--- config.mk ---
export PLATFORM = sky130hd
export DESIGN_NAME = apb_master_bridge
export DESIGN_NICKNAME = d
export VERILOG_FILES = /design/src/rtl/apb_pkg.sv /design/src/rtl/apb_timeout_counter.sv /design/src/rtl/apb_master_bridge.sv
export SDC_FILE = /design/constraint.sdc
export NUM_CORES = 1
export LEC_CHECK = 0
export ABC_AREA = 1
export CORE_MARGIN = 4
export CORE_UTILIZATION = 43
export CTS_CLUSTER_DIAMETER = 30
export DETAILED_ROUTE_END_ITERATION = 10
export PLACE_DENSITY = 0.93
export SKIP_LAST_GASP = 1
export SYNTH_ARGS = -nofsm -noshare
export SYNTH_HDL_FRONTEND = slang
export SYNTH_SLANG_ARGS = --single-unit
--- constraint.sdc ---
create_clock -name clk -period 4.6 [get_ports clk]
set_input_delay 0.92 -clock clk [delete_from_list [all_inputs] [get_ports clk]]
set_output_delay 0.92 -clock clk [all_outputs]
set_load 0.01 [all_outputs]
--- src/rtl/apb_pkg.sv ---
// Shared APB definitions: FSM state encoding, default bus widths, width helpers.
// Pure declarations; no timing or flow-control behaviour of its own.
package apb_pkg;

    localparam int APB_ADDR_WIDTH = 32;
    localparam int APB_DATA_WIDTH = 32;

    typedef logic [1:0] apb_state_t;

    localparam apb_state_t ST_IDLE   = 2'd0;
    localparam apb_state_t ST_SETUP  = 2'd1;
    localparam apb_state_t ST_ACCESS = 2'd2;
    localparam apb_state_t ST_RESP   = 2'd3;

    function automatic int clog2(input int value);
        int result;
        int v;
        result = 0;
        v      = value - 1;
        while (v > 0) begin
            result = result + 1;
            v      = v >> 1;
        end
        return result;
    endfunction

    // A counter must hold 0..limit, and needs at least one bit even when limit is 0.
    function automatic int cnt_width(input int limit);
        int w;
        w = clog2(limit + 1);
        return (w < 1) ? 1 : w;
    endfunction

endpackage

--- src/rtl/apb_timeout_counter.sv ---
// Wait-state counter: clears synchronously, counts enabled cycles, saturates at all-ones.
// expired is decoded from the count register (no input-to-output path); limit 0 never expires.
module apb_timeout_counter #(
    parameter int WIDTH = 1
) (
    input  logic             clk,
    input  logic             rst,
    input  logic             clear,
    input  logic             enable,
    input  logic [WIDTH-1:0] limit,
    output logic             expired
);

    logic [WIDTH-1:0] count_q;
    logic [WIDTH-1:0] count_d;

    always_comb begin
        count_d = count_q;
        if (clear) begin
            count_d = '0;
        end else if (enable && (count_q != '1)) begin
            count_d = count_q + WIDTH'(1);
        end
    end

    always_ff @(posedge clk) begin
        if (!rst) begin
            count_q <= '0;
        end else begin
            count_q <= count_d;
        end
    end

    assign expired = (limit != '0) && (count_q == limit);

endmodule

--- src/rtl/apb_master_bridge.sv ---
// Single-outstanding APB3 initiator: command accept -> SETUP -> ACCESS (wait/timeout) -> RESP.
// Response visible 3 cycles after accept plus wait states; cmd_ready is low until RESP is handshaken.
module apb_master_bridge
    import apb_pkg::*;
#(
    parameter int ADDR_WIDTH = APB_ADDR_WIDTH,
    parameter int DATA_WIDTH = APB_DATA_WIDTH,
    parameter int TIMEOUT    = 16
) (
    input  logic                  clk,
    input  logic                  rst,
    input  logic                  cmd_valid,
    output logic                  cmd_ready,
    input  logic                  cmd_write,
    input  logic [ADDR_WIDTH-1:0] cmd_addr,
    input  logic [DATA_WIDTH-1:0] cmd_wdata,
    output logic                  rsp_valid,
    input  logic                  rsp_ready,
    output logic [DATA_WIDTH-1:0] rsp_rdata,
    output logic                  rsp_err,
    output logic                  rsp_timeout,
    output logic                  M_PSEL,
    output logic                  M_PENABLE,
    output logic                  M_PWRITE,
    output logic [ADDR_WIDTH-1:0] M_PADDR,
    output logic [DATA_WIDTH-1:0] M_PWDATA,
    input  logic                  M_PREADY,
    input  logic                  M_PSLVERR,
    input  logic [DATA_WIDTH-1:0] M_PRDATA
);

    localparam int                CNT_W = cnt_width(TIMEOUT);
    localparam logic [CNT_W-1:0] LIMIT = CNT_W'(TIMEOUT);

    apb_state_t state_q;
    apb_state_t state_d;

    // Keeps cmd_ready low during reset even though the state already reads IDLE.
    logic                  out_of_reset_q;

    logic [ADDR_WIDTH-1:0] paddr_q;
    logic                  pwrite_q;
    logic [DATA_WIDTH-1:0] pwdata_q;
    logic [DATA_WIDTH-1:0] rdata_q;
    logic                  err_q;
    logic                  tmo_q;

    logic                  accept;
    logic                  xfer_done;
    logic                  xfer_tmo;
    logic                  wait_expired;

    assign accept    = cmd_valid && cmd_ready;
    assign xfer_done = (state_q == ST_ACCESS) && M_PREADY;
    assign xfer_tmo  = (state_q == ST_ACCESS) && !M_PREADY && wait_expired;

    apb_timeout_counter #(
        .WIDTH (CNT_W)
    ) u_wait_cnt (
        .clk     (clk),
        .rst     (rst),
        .clear   (accept),
        .enable  ((state_q == ST_ACCESS) && !M_PREADY),
        .limit   (LIMIT),
        .expired (wait_expired)
    );

    always_ff @(posedge clk) begin
        if (!rst) begin
            state_q        <= ST_IDLE;
            out_of_reset_q <= 1'b0;
        end else begin
            state_q        <= state_d;
            out_of_reset_q <= 1'b1;
        end
    end

    always_comb begin
        state_d = state_q;
        unique case (state_q)
            ST_IDLE:   if (accept) state_d = ST_SETUP;
            ST_SETUP:  state_d = ST_ACCESS;
            ST_ACCESS: if (xfer_done || xfer_tmo) state_d = ST_RESP;
            ST_RESP:   if (rsp_ready) state_d = ST_IDLE;
            default:   state_d = ST_IDLE;
        endcase
    end

    always_comb begin
        cmd_ready = 1'b0;
        M_PSEL    = 1'b0;
        M_PENABLE = 1'b0;
        rsp_valid = 1'b0;
        unique case (state_q)
            ST_IDLE:   cmd_ready = out_of_reset_q;
            ST_SETUP:  M_PSEL = 1'b1;
            ST_ACCESS: begin
                M_PSEL    = 1'b1;
                M_PENABLE = 1'b1;
            end
            ST_RESP:   rsp_valid = 1'b1;
            default:   cmd_ready = 1'b0;
        endcase
    end

    always_ff @(posedge clk) begin
        if (!rst) begin
            paddr_q  <= '0;
            pwrite_q <= 1'b0;
            pwdata_q <= '0;
            rdata_q  <= '0;
            err_q    <= 1'b0;
            tmo_q    <= 1'b0;
        end else begin
            if (accept) begin
                paddr_q  <= cmd_addr;
                pwrite_q <= cmd_write;
                pwdata_q <= cmd_wdata;
            end
            if (xfer_done) begin
                rdata_q <= pwrite_q ? '0 : M_PRDATA;
                err_q   <= M_PSLVERR;
                tmo_q   <= 1'b0;
            end else if (xfer_tmo) begin
                rdata_q <= '0;
                err_q   <= 1'b1;
                tmo_q   <= 1'b1;
            end
        end
    end

    assign M_PADDR     = paddr_q;
    assign M_PWRITE    = pwrite_q;
    assign M_PWDATA    = pwdata_q;
    assign rsp_rdata   = rdata_q;
    assign rsp_err     = err_q;
    assign rsp_timeout = tmo_q;

endmodule

==> metrics.md, run 1 <==
| Metric | Value |
|---|---|
| Status | completed |
| Worst hold path type | flop to flop |
| Unique masters post-synth | 22 |
| Post-Syn Instances | 510 |
| Die area | around 11,000 sq um |
| Syn_nets | a little over 600 |
| Initial Utilization | 44.5% |
| DRC viols | 0 |
| Leakage | ~2.2 nW |
| Mapped Avg Cell Area | 8.15 sq um |
| Final nets | 800 |
| GRT met2 Usage | a little under two fifths |
| Share of cells above drive strength 1 | just under 5% |
| Global Route met3 Usage | under 10% |
| Clk pin slew, worst setup/hold paths | 0.10 ns |
| Clk_lat worst skew | 0.36 ns |
| Area after DPL | 6140 sq um |
| Vias per cell | a little over 5 |
| Flops & latches, synth | 107 |
| GRT Overall Usage | between 20% and 30% |
| Num Clock Sinks | 107 |
| Post-CTS setup buffers | 0 |
| First-pass GRT wire length | ~20 mm |
| I/O Buffers | 205 |
| Met1 Resource Use GR | 26.0% |
| Worst endpoint required time | 3.68 ns |
| Vias in the first global route | 4,076 |
| Initial DRT Pass Iterations | 5 |
| CP endpoint kind | output port |
| Antenna violations before repair | 0 |
| Die Y | 106 um |
| Maximum VDD drop | 0.344 mV |
| Post-CTS Hold Buffers | 0 |
| Filler cells | 751 |
| Slew at the pin closest to its max-slew limit | 1.19 ns |
| Final instance area | about 6300 sq um |
| Final setup fails | 0 |
| Setup TNS | 0 ns |
| CTS tree | done |
| Die width | 106 um |
| Power density cells | 382 nW/um^2 |
| Max_cap viols | 0 |
| Layout area overhead | 52.4% |
| Post-Route WL | 12.9 mm |
| Worst EP arrival | 1.99 ns |
| Yosys Warn Count | 0 |
| Element type at the critical path start | flop |
| Iter 0 DRT Violations | about 210 |
| Max Slew Vio Count | 0 |
| Slew headroom | roughly 20% |
| Crit-path cells | inv_1 > ha_1 > nand2_1 > inv_2 > clkdlybuf4s50_1 |
| Post-route minimum period | just under 3 ns |
| Post_cts resized | 0 |
| Critical path class | flop to output port |
| Unrepaired setup endpoints after global routing | no |
| Core footprint | 9330 sq um |
| RePlAce Congestion | 0.798 |
| Fmax | 0.344 GHz |
| Clock Skew | 0.0132 ns |
| Buffers from clock root to sink, at most | 2 |
| Synthesized cell area | 4150 sq um |
| Post-DP HPWL | 9.48 mm |
| CP Max Fanout | 19 |
| Per-cell routed wire length | 15.7 um |
| Most Crowded Layer GR | met2 |
| Crit-path slowest cell | clkdlybuf4s50_1 |
| Root buf cell | clkbuf_8 |
| Hold Violations, Final | 0 |
| H-Tree Depth | 3 |
| Largest net degree at the start of global routing | between 60 and 70 |
| Diode count | 0 |
| Core Rows | 35 |
| CTS buffer count | 9 |
| IO Count | between 200 and 250 |
| Crit-path max cell delay | 0.63 ns |
| Sequential fraction of the synthesis area | 51.6% |
| Total number of vias | 4,261 |
| Grt ovf | 0 |
| Period utilization | 63.2% |
| Post-DRT Antenna Nets | 0 |
-- state kept, by name, summed over array words and instances (netlist names) --
| name | cells |
|---|---|
| state_q | 2 |
| M_PADDR | 32 |
| rsp_timeout | 1 |
| M_PWRITE | 1 |
| M_PWDATA | 32 |
| u_wait_cnt.count_q | 5 |
| rsp_rdata | 32 |
| rsp_err | 1 |
| out_of_reset_q | 1 |
-- kinds of logic after synthesis --
kind of cell               after synthesis  share of synthesized area (%)
AOI/OAI and AO/OA                      107                           13.0
adders and majority gates                7                           2.11
buffers and inverters                   55                           7.53
DFF                                    107                           51.6
and+or+nand+nor                        234                           25.8
-- cell usage after synthesis --
cell	n	area [sq um]
nand2_1	113	424
dfxtp_1	107	2140
a21oi_1	104	521
nand3_1	98	490
buf_2	15	75.1
inv_1	13	48.8
nor2_1	12	45.0
buf_4	9	67.6
clkbuf_1	9	33.8
ha_1	7	87.6
buf_6	6	67.6
nand3_2	4	40.0
inv_2	2	7.51
nand2_4	2	22.5
o21ai_0	2	10.0
a21oi_2	1	8.76
and3_1	1	6.26
dlymetal6s2s_1	1	12.5
nand2_2	1	6.26
nor2_2	1	6.26
nor2_4	1	11.3
nor2_8	1	20.0
-- stage by stage --
step           setup WS [ns]  power (mW)  util [%]  hold slack (ns)  std cells
2_1_floorplan           2.82        1.51         -            0.464        510
3_3_place_gp            1.97        1.84      65.8            0.448        808
3_5_place_dp            1.91        1.88      65.8            0.452        808
4_1_cts                 1.69        2.43      67.9            0.466        824
5_1_grt                 1.59        2.55      67.9            0.484        824
6_report                1.69        2.42      67.9            0.467        824
-- layout make-up --
type | count | area [sq um] | area share, %
multi-input combinational | 348 | 1700 | 26.9
timing repair buffer | 209 | 2080 | 32.8
sequential | 107 | 2140 | 33.8
clock buffer | 10 | 128 | 2.02
tap | 129 | 161 | 2.55
clock inverter | 6 | 66.3 | 1.05
inverter | 15 | 56.3 | 0.889
-- per-layer routing --
metal,share of wire [%],wire (um)
met5,0,0
met4,3.4,436
met3,7.2,923
met2,51,6640
met1,38,4900
-- worst paths after layout --
path	startpoint	to	slack, ns	cells past startpoint
setup reg to reg	state_q[0]	u_wait_cnt.count_q[1]	2.07	9
hold reg to reg	M_PWDATA[31]	M_PWDATA[31]	0.47	2
setup / recovery	state_q[0]	cmd_ready	1.69	5
hold / removal	M_PWDATA[31]	M_PWDATA[31]	0.47	2
-- layout by cell type (no fill, tap or decap) --
master             n
bufinv_16          1
clkinvlp_4         3
a21oi_2            1
a21oi_1          104
nand2_4            2
nand3_1           98
ha_1               7
clkbuf_1           1
nor2_4             1
buf_4              4
inv_2              2
nor2_1            12
nand2_2            2
nor2_8             1
buf_2              1
inv_1             13
clkinv_2           1
clkinv_4           1
clkbuf_8           9
nor2_2             1
nand3_2            4
and3_1             1
nand2_1          112
clkdlybuf4s50_1  204
o21ai_0            2
dfxtp_1          107
-- critical path, delay by kind of cell, from the launching register on --
| kind | cells | cell delay [ns] |
|---|---|---|
| adders and majority gates | 1 | 0.19 |
| buffers and inverters | 3 | 1.02 |
| DFF | 1 | 0.34 |
| and+or+nand+nor | 1 | 0.07 |
-- power by group --
part           internal [mW]  switching [mW]
sequential              1.03          0.0634
clock                  0.252           0.311
combinational          0.367           0.396
total                   1.65           0.771
(Power assumes the default switching activity.)
==> run 2, diff against run 1 <==
--- a/config.mk
+++ b/config.mk
@@ -7,10 +7,10 @@
 export LEC_CHECK = 0
 export ABC_AREA = 1
 export CORE_MARGIN = 4
-export CORE_UTILIZATION = 43
+export CORE_UTILIZATION = 36
 export CTS_CLUSTER_DIAMETER = 30
 export DETAILED_ROUTE_END_ITERATION = 10
-export PLACE_DENSITY = 0.93
+export PLACE_DENSITY = 0.84
 export SKIP_LAST_GASP = 1
 export SYNTH_ARGS = -nofsm -noshare
 export SYNTH_HDL_FRONTEND = slang
==> constraint.sdc (replaced) <==
create_clock -name clk -period 2.4 [get_ports clk]
set_input_delay 0.48 -clock clk [delete_from_list [all_inputs] [get_ports clk]]
set_output_delay 0.48 -clock clk [all_outputs]
set_load 0.01 [all_outputs]
==> run 2 against run 1 <==
Sequential share of layout area down 1.1 points. Largest cell class unchanged. Clock skew decreased by 0.0065 ns. Clock power increased to 3.0 times the previous value. Setup slack got worse by 1.5 ns. Via count decreased by 0.70%. Hold slack got worse by 0.0028 ns. Combinational power rose by 94%. Utilization down 8.8 points. Die area up 18%.
==> metrics.md, run 2 (synthesis results as in run 1) <==
| Metric | Value |
|---|---|
| Status | completed |
| Max_cap viols | 0 |
| Worst R2R End | u_wait_cnt.count_q[1] |
| Maximum VDD drop | 0.425 mV |
| Largest net degree at the start of global routing | 46 |
| Initial Utilization | 37.5% |
| Final non-filler cell total | 840 |
| Hold Crit Start | M_PWDATA[22] |
| Core footprint | 11,100 sq um |
| Most frequent cells in the layout | clkdlybuf4s50_1 (204), nand2_1 (112), dfxtp_1 (107) |
| Die Y | 115 um |
| Post-route minimum period | 2.18 ns |
| Setup TNS | 0 ns |
| CTS buffer count | 9 |
| Slew at the pin closest to its max-slew limit | 0.496 ns |
| Layout area overhead | 57.6% |
| Clk pin slew, worst setup/hold paths | 0.06 ns |
| Switch Pwr | 1.50 mW |
| Core Rows | 38 |
| CP Max Fanout | 3 |
| Placed Cells | 824 |
| Worst EP arrival | 1.70 ns |
| Power density cells | 801 nW/um^2 |
| Post-CTS setup buffers | 0 |
| DRC viols | 0 |
| Hold Violations, Final | 0 |
| Hold depth | 2 |
| Per-cell routed wire length | roughly 15 um |
| Grt ovf | 0 |
| Vias in the first global route | about 4,200 |
| Clock Skew | between 0.006 and 0.007 ns |
| Filler cells | between 900 and 1,000 |
| Share of cells above drive strength 1 | about 5.4% |
| Die area | 13,300 sq um |
| First-pass GRT wire length | 19.6 mm |
| Post-DRT Antenna Nets | 0 |
| CP endpoint kind | output port |
| Element type at the critical path start | flop |
| Post-Route WL | 12.8 mm |
| Max Slew Vio Count | 0 |
| Switching part of the total | 28.5% |
| Register share of total power | 40.0% |
| Area occupied by multi-input gates | 1700 sq um |
| CTS tree | done |
| Area after DPL | 6200 sq um |
| Worst hold path type | flop to flop |
| Post-CTS Hold Buffers | 0 |
| Slew headroom | approximately two thirds |
| R2r setup slk | 0.55 ns |
| I/O Buffers | 205 |
| Diode count | 0 |
| Num Clock Sinks | 107 |
| Clk_lat worst skew | 0.33 ns |
| Register area | between 2000 and 2500 sq um |
| GRT Overall Usage | 18.1% |
| Final instance area | 6550 sq um |
| Initial DRT Pass Iterations | 6 |
| Die width | 115 um |
| Antenna violations before repair | 0 |
| Unrepaired setup endpoints after global routing | no |
| IO Count | 206 |
| Total number of vias | 4,231 |
| Reg2reg start | state_q[0] |
| Critical path class | flop to output port |
| Worst endpoint required time | 1.92 ns |
| Iter 0 DRT Violations | 364 |
| Buffers from clock root to sink, at most | 2 |
| Internal power | between 3 and 4 mW |
| Post-DP HPWL | 9.47 mm |
| Final nets | around 810 |
| Min-Delay Endpoint | M_PWDATA[22] |
| Clock share of power | a little under a third |
| H-Tree Depth | 3 |
| Commonest non-fill, non-tap cell in the layout | clkdlybuf4s50_1 |
| Final setup fails | 0 |
| Leakage | 2.31 nW |
| RePlAce Congestion | approximately 0.85 |
| Fmax | around 0.46 GHz |
| Root buf cell | clkbuf_16 |
| Period utilization | between 90% and 100% |
| Post_cts resized | 0 |
| Comb power frac | about 28% |
| Vias per cell | 5.04 |
| Reg2reg path depth | 11 |
==> run 2: cell count changes in the layout (fill, tap and decap cells not counted), sizes merged <==
cell	change
clkbuf	+2
bufinv	+2
buf	+5
clkinv	-2
clkinvlp	-2
==> run 2: how the worst max path moves through the flow <==
| stage | start | end | slack, ns | depth (start not counted) |
|---|---|---|---|---|
| 6_report | state_q[0] | cmd_ready | 0.22 | 5 |
| 5_1_grt | state_q[0] | cmd_ready | 0.15 | 5 |
| 4_1_cts | state_q[0] | cmd_ready | 0.20 | 5 |
| 3_5_place_dp | M_PREADY | rsp_err | 0.46 | 8 |
| 3_3_place_gp | M_PREADY | rsp_err | 0.47 | 8 |
| 2_1_floorplan | u_wait_cnt.count_q[0] | u_wait_cnt.count_q[3] | 0.92 | 9 |
==> run 2: worst max-delay path, stage by stage, from the launching register on <==
cell and delay, ns:
dfxtp_1 0.34, inv_1 0.12, ha_1 0.18, nand2_1 0.07, inv_2 0.06, clkdlybuf4s50_1 0.60
==> run 2: cell type report <==
cell class,instances,area share (%)
Inverter,15,0.860
Multi-Input combinational cell,348,26.0
Clock buffer,12,3.77
Timing Repair Buffer,214,32.5
Tap cell,140,2.68
Sequential cell,107,32.7
Clock inverter,4,1.49
==> run 2: per-stage QoR <==
step | setup WS (ns) | hold WS (ns) | power (mW) | utilization, %
2_1_floorplan | 0.923 | 0.464 | 2.90 | -
3_3_place_gp | 0.472 | 0.448 | 3.56 | 56.0
3_5_place_dp | 0.461 | 0.452 | 3.62 | 56.0
4_1_cts | 0.195 | 0.466 | 5.30 | 59.1
5_1_grt | 0.148 | 0.476 | 5.53 | 59.1
6_report | 0.217 | 0.464 | 5.24 | 59.1
==> run 2: power by group through the flow <==
stage	clock network, mW	registers (mW)	logic, mW
after global placement	0	2.12	1.44
after floorplan	0	2.20	0.703
final	1.67	2.09	1.48
after detailed placement	0	2.13	1.49
after global routing	1.79	2.12	1.62
after CTS	1.71	2.09	1.50
==> run 2: metal layers <==
metal	GRT usage, %	vias to the layer above	part of all wire, %
met5	0	-	0
met4	7.20	0	1.9
met3	5.17	20	9.6
met2	32.1	177	50
met1	20.5	1964	38
li1	-	2070	-
==> run 3, diff against run 2 <==
--- a/config.mk
+++ b/config.mk
@@ -6,11 +6,14 @@
 export NUM_CORES = 1
 export LEC_CHECK = 0
 export ABC_AREA = 1
+export CELL_PAD_IN_SITES_DETAIL_PLACEMENT = 1
+export CELL_PAD_IN_SITES_GLOBAL_PLACEMENT = 1
 export CORE_MARGIN = 4
-export CORE_UTILIZATION = 36
+export CORE_UTILIZATION = 25
 export CTS_CLUSTER_DIAMETER = 30
 export DETAILED_ROUTE_END_ITERATION = 10
-export PLACE_DENSITY = 0.84
+export GPL_ROUTABILITY_DRIVEN = 0
+export PLACE_DENSITY = 0.83
 export SKIP_LAST_GASP = 1
 export SYNTH_ARGS = -nofsm -noshare
 export SYNTH_HDL_FRONTEND = slang
==> run 3 against run 2 <==
Sequential share of layout area shrank 0.34 points. Design area increased by 1.1%. Sequential power about the same. Combinational power rose by 3%. Fmax shrank 1.2%. Clock power is 12% lower. Power shrank 2.9%. Via count up 0.21%. Clock-buffer cell count decreased by 1. Clock skew grew 0.0018 ns. Flip-flop and latch count is the same. Largest cell class is now non-clock buffers.
==> metrics.md, run 3 (synthesis results as in run 1) <==
| Metric | Value |
|---|---|
| Die area | roughly 19,000 sq um |
| I/O Buffers | 205 |
| Root buf cell | clkbuf_16 |
| Share of cells above drive strength 1 | 5.71% |
| Worst endpoint required time | roughly 1.9 ns |
| Worst hold path type | flop to flop |
| Die Y | approximately 140 um |
| Switch Pwr | 1.55 mW |
| Clk_lat worst skew | 0.34 ns |
| Max_cap viols | 0 |
| Initial DRT Pass Iterations | 4 |
| Num Clock Sinks | approximately 110 |
| Most frequent cells in the layout | clkdlybuf4s50_1 (204), nand2_1 (112), dfxtp_1 (107) |
| Largest net degree at the start of global routing | 61 |
| Placed Cells | 903 |
| Diode count | 0 |
| Initial Utilization | 25.9% |
| Clk pin slew, worst setup/hold paths | 0.07 ns |
| Register share of total power | 41.0% |
| Worst EP arrival | roughly 1.7 ns |
| Hold depth | 2 |
| Max Slew Vio Count | 0 |
| CP Max Fanout | 4 |
| Clock Skew | 0.00853 ns |
| Leakage | 2.31 nW |
| Per-cell routed wire length | 16.0 um |
| Power density cells | just under 800 nW/um^2 |
| Final nets | 808 |
| Critical path class | flop to output port |
| Post-DRT Antenna Nets | 0 |
| Status | completed |
| H-Tree Depth | 3 |
| Total number of vias | 4,240 |
| Switching part of the total | 30.5% |
| Comb power frac | 30.1% |
| Core Rows | 46 |
| Core footprint | 16,100 sq um |
| Post-CTS Hold Buffers | 0 |
| Slew at the pin closest to its max-slew limit | 0.685 ns |
| Iter 0 DRT Violations | 156 |
| Post_cts resized | 0 |
| CTS tree | done |
| Vias per cell | 4.62 |
| Buffers from clock root to sink, at most | 2 |
| Commonest non-fill, non-tap cell in the layout | clkdlybuf4s50_1 |
| Post-DP HPWL | about 10 mm |
| IO Count | between 200 and 250 |
| Setup TNS | 0 ns |
| DRC viols | 0 |
| Post-Route WL | approximately 15 mm |
| Register area | between 2000 and 2500 sq um |
| Post-CTS setup buffers | 0 |
| Area after DPL | between 6000 and 7000 sq um |
| Maximum VDD drop | 0.425 mV |
| Fin util | 41.2% |
| Unrepaired setup endpoints after global routing | no |
| First-pass GRT wire length | 22.7 mm |
| GRT Overall Usage | between 10% and 20% |
| Layout area overhead | 59.2% |
| Final instance area | 6620 sq um |
| Element type at the critical path start | flop |
| Post-route minimum period | 2.21 ns |
| Hold Violations, Final | 0 |
| Reg2reg path depth | 6 |
| Period utilization | between 90% and 100% |
| Vias in the first global route | 4,347 |
| Grt ovf | 0 |
| Die width | between 100 and 150 um |
| Antenna violations before repair | 0 |
| CTS buffer count | 9 |
| Final setup fails | 0 |
| Clock share of power | around 29% |
| Internal power | 3.54 mW |
| CP endpoint kind | output port |
| Fmax | 0.453 GHz |
| Slew headroom | 54.4% |
| Final non-filler cell total | 917 |
| Filler cells | 1,882 |
| Area occupied by multi-input gates | 1700 sq um |
## run 3: cell type report
class	count	share of cell area [%]
Timing Repair Buffer	217	32.7
Sequential cell	107	32.4
Multi-Input combinational cell	348	25.7
Tap cell	216	4.09
Clock buffer	11	3.67
Inverter	15	0.851
Clock inverter	3	0.605
## run 3: worst max-delay path, cell delays in order, from the launching register on
cell             delay [ns]
dfxtp_1                0.33
inv_1                  0.10
ha_1                   0.17
nand2_1                0.06
inv_2                  0.12
clkdlybuf4s50_1        0.60
## run 3: power by group through the flow
stage               Clock, mW  Sequential [mW]  Combinational [mW]
detailed placement          0             2.13                1.55
global placement            0             2.12                1.53
global route             1.60             2.11                1.68
finish                   1.47             2.09                1.53
floorplan                   0             2.20               0.703
CTS                      1.53             2.09                1.56
## run 3: stage by stage
stage          power (mW)  setup WS (ns)  hold WS [ns]
5_1_grt              5.40         0.0750         0.479
3_5_place_dp         3.68          0.385         0.452
4_1_cts              5.18          0.158         0.462
6_report             5.09          0.192         0.461
2_1_floorplan        2.90          0.923         0.464
3_3_place_gp         3.65          0.416         0.448
## run 3: layer usage
| metal | vias up | routed length (um) | global-route usage, % | share of wire, % |
|---|---|---|---|---|
| met5 | - | 0 | 0 | 0 |
| met4 | 0 | 221 | 5.32 | 1.5 |
| met3 | 16 | 1050 | 3.90 | 7.1 |
| met2 | 128 | 7260 | 26.4 | 49 |
| met1 | 2023 | 6190 | 18.4 | 42 |
| li1 | 2073 | - | - | - |
## run 3: worst paths after layout
path	startpoint	to	slack [ns]
hold / removal	M_PWDATA[20]	M_PWDATA[20]	0.46
hold reg to reg	M_PWDATA[20]	M_PWDATA[20]	0.46
setup / recovery	state_q[0]	cmd_ready	0.19
setup reg to reg	state_q[0]	rsp_rdata[27]	0.65
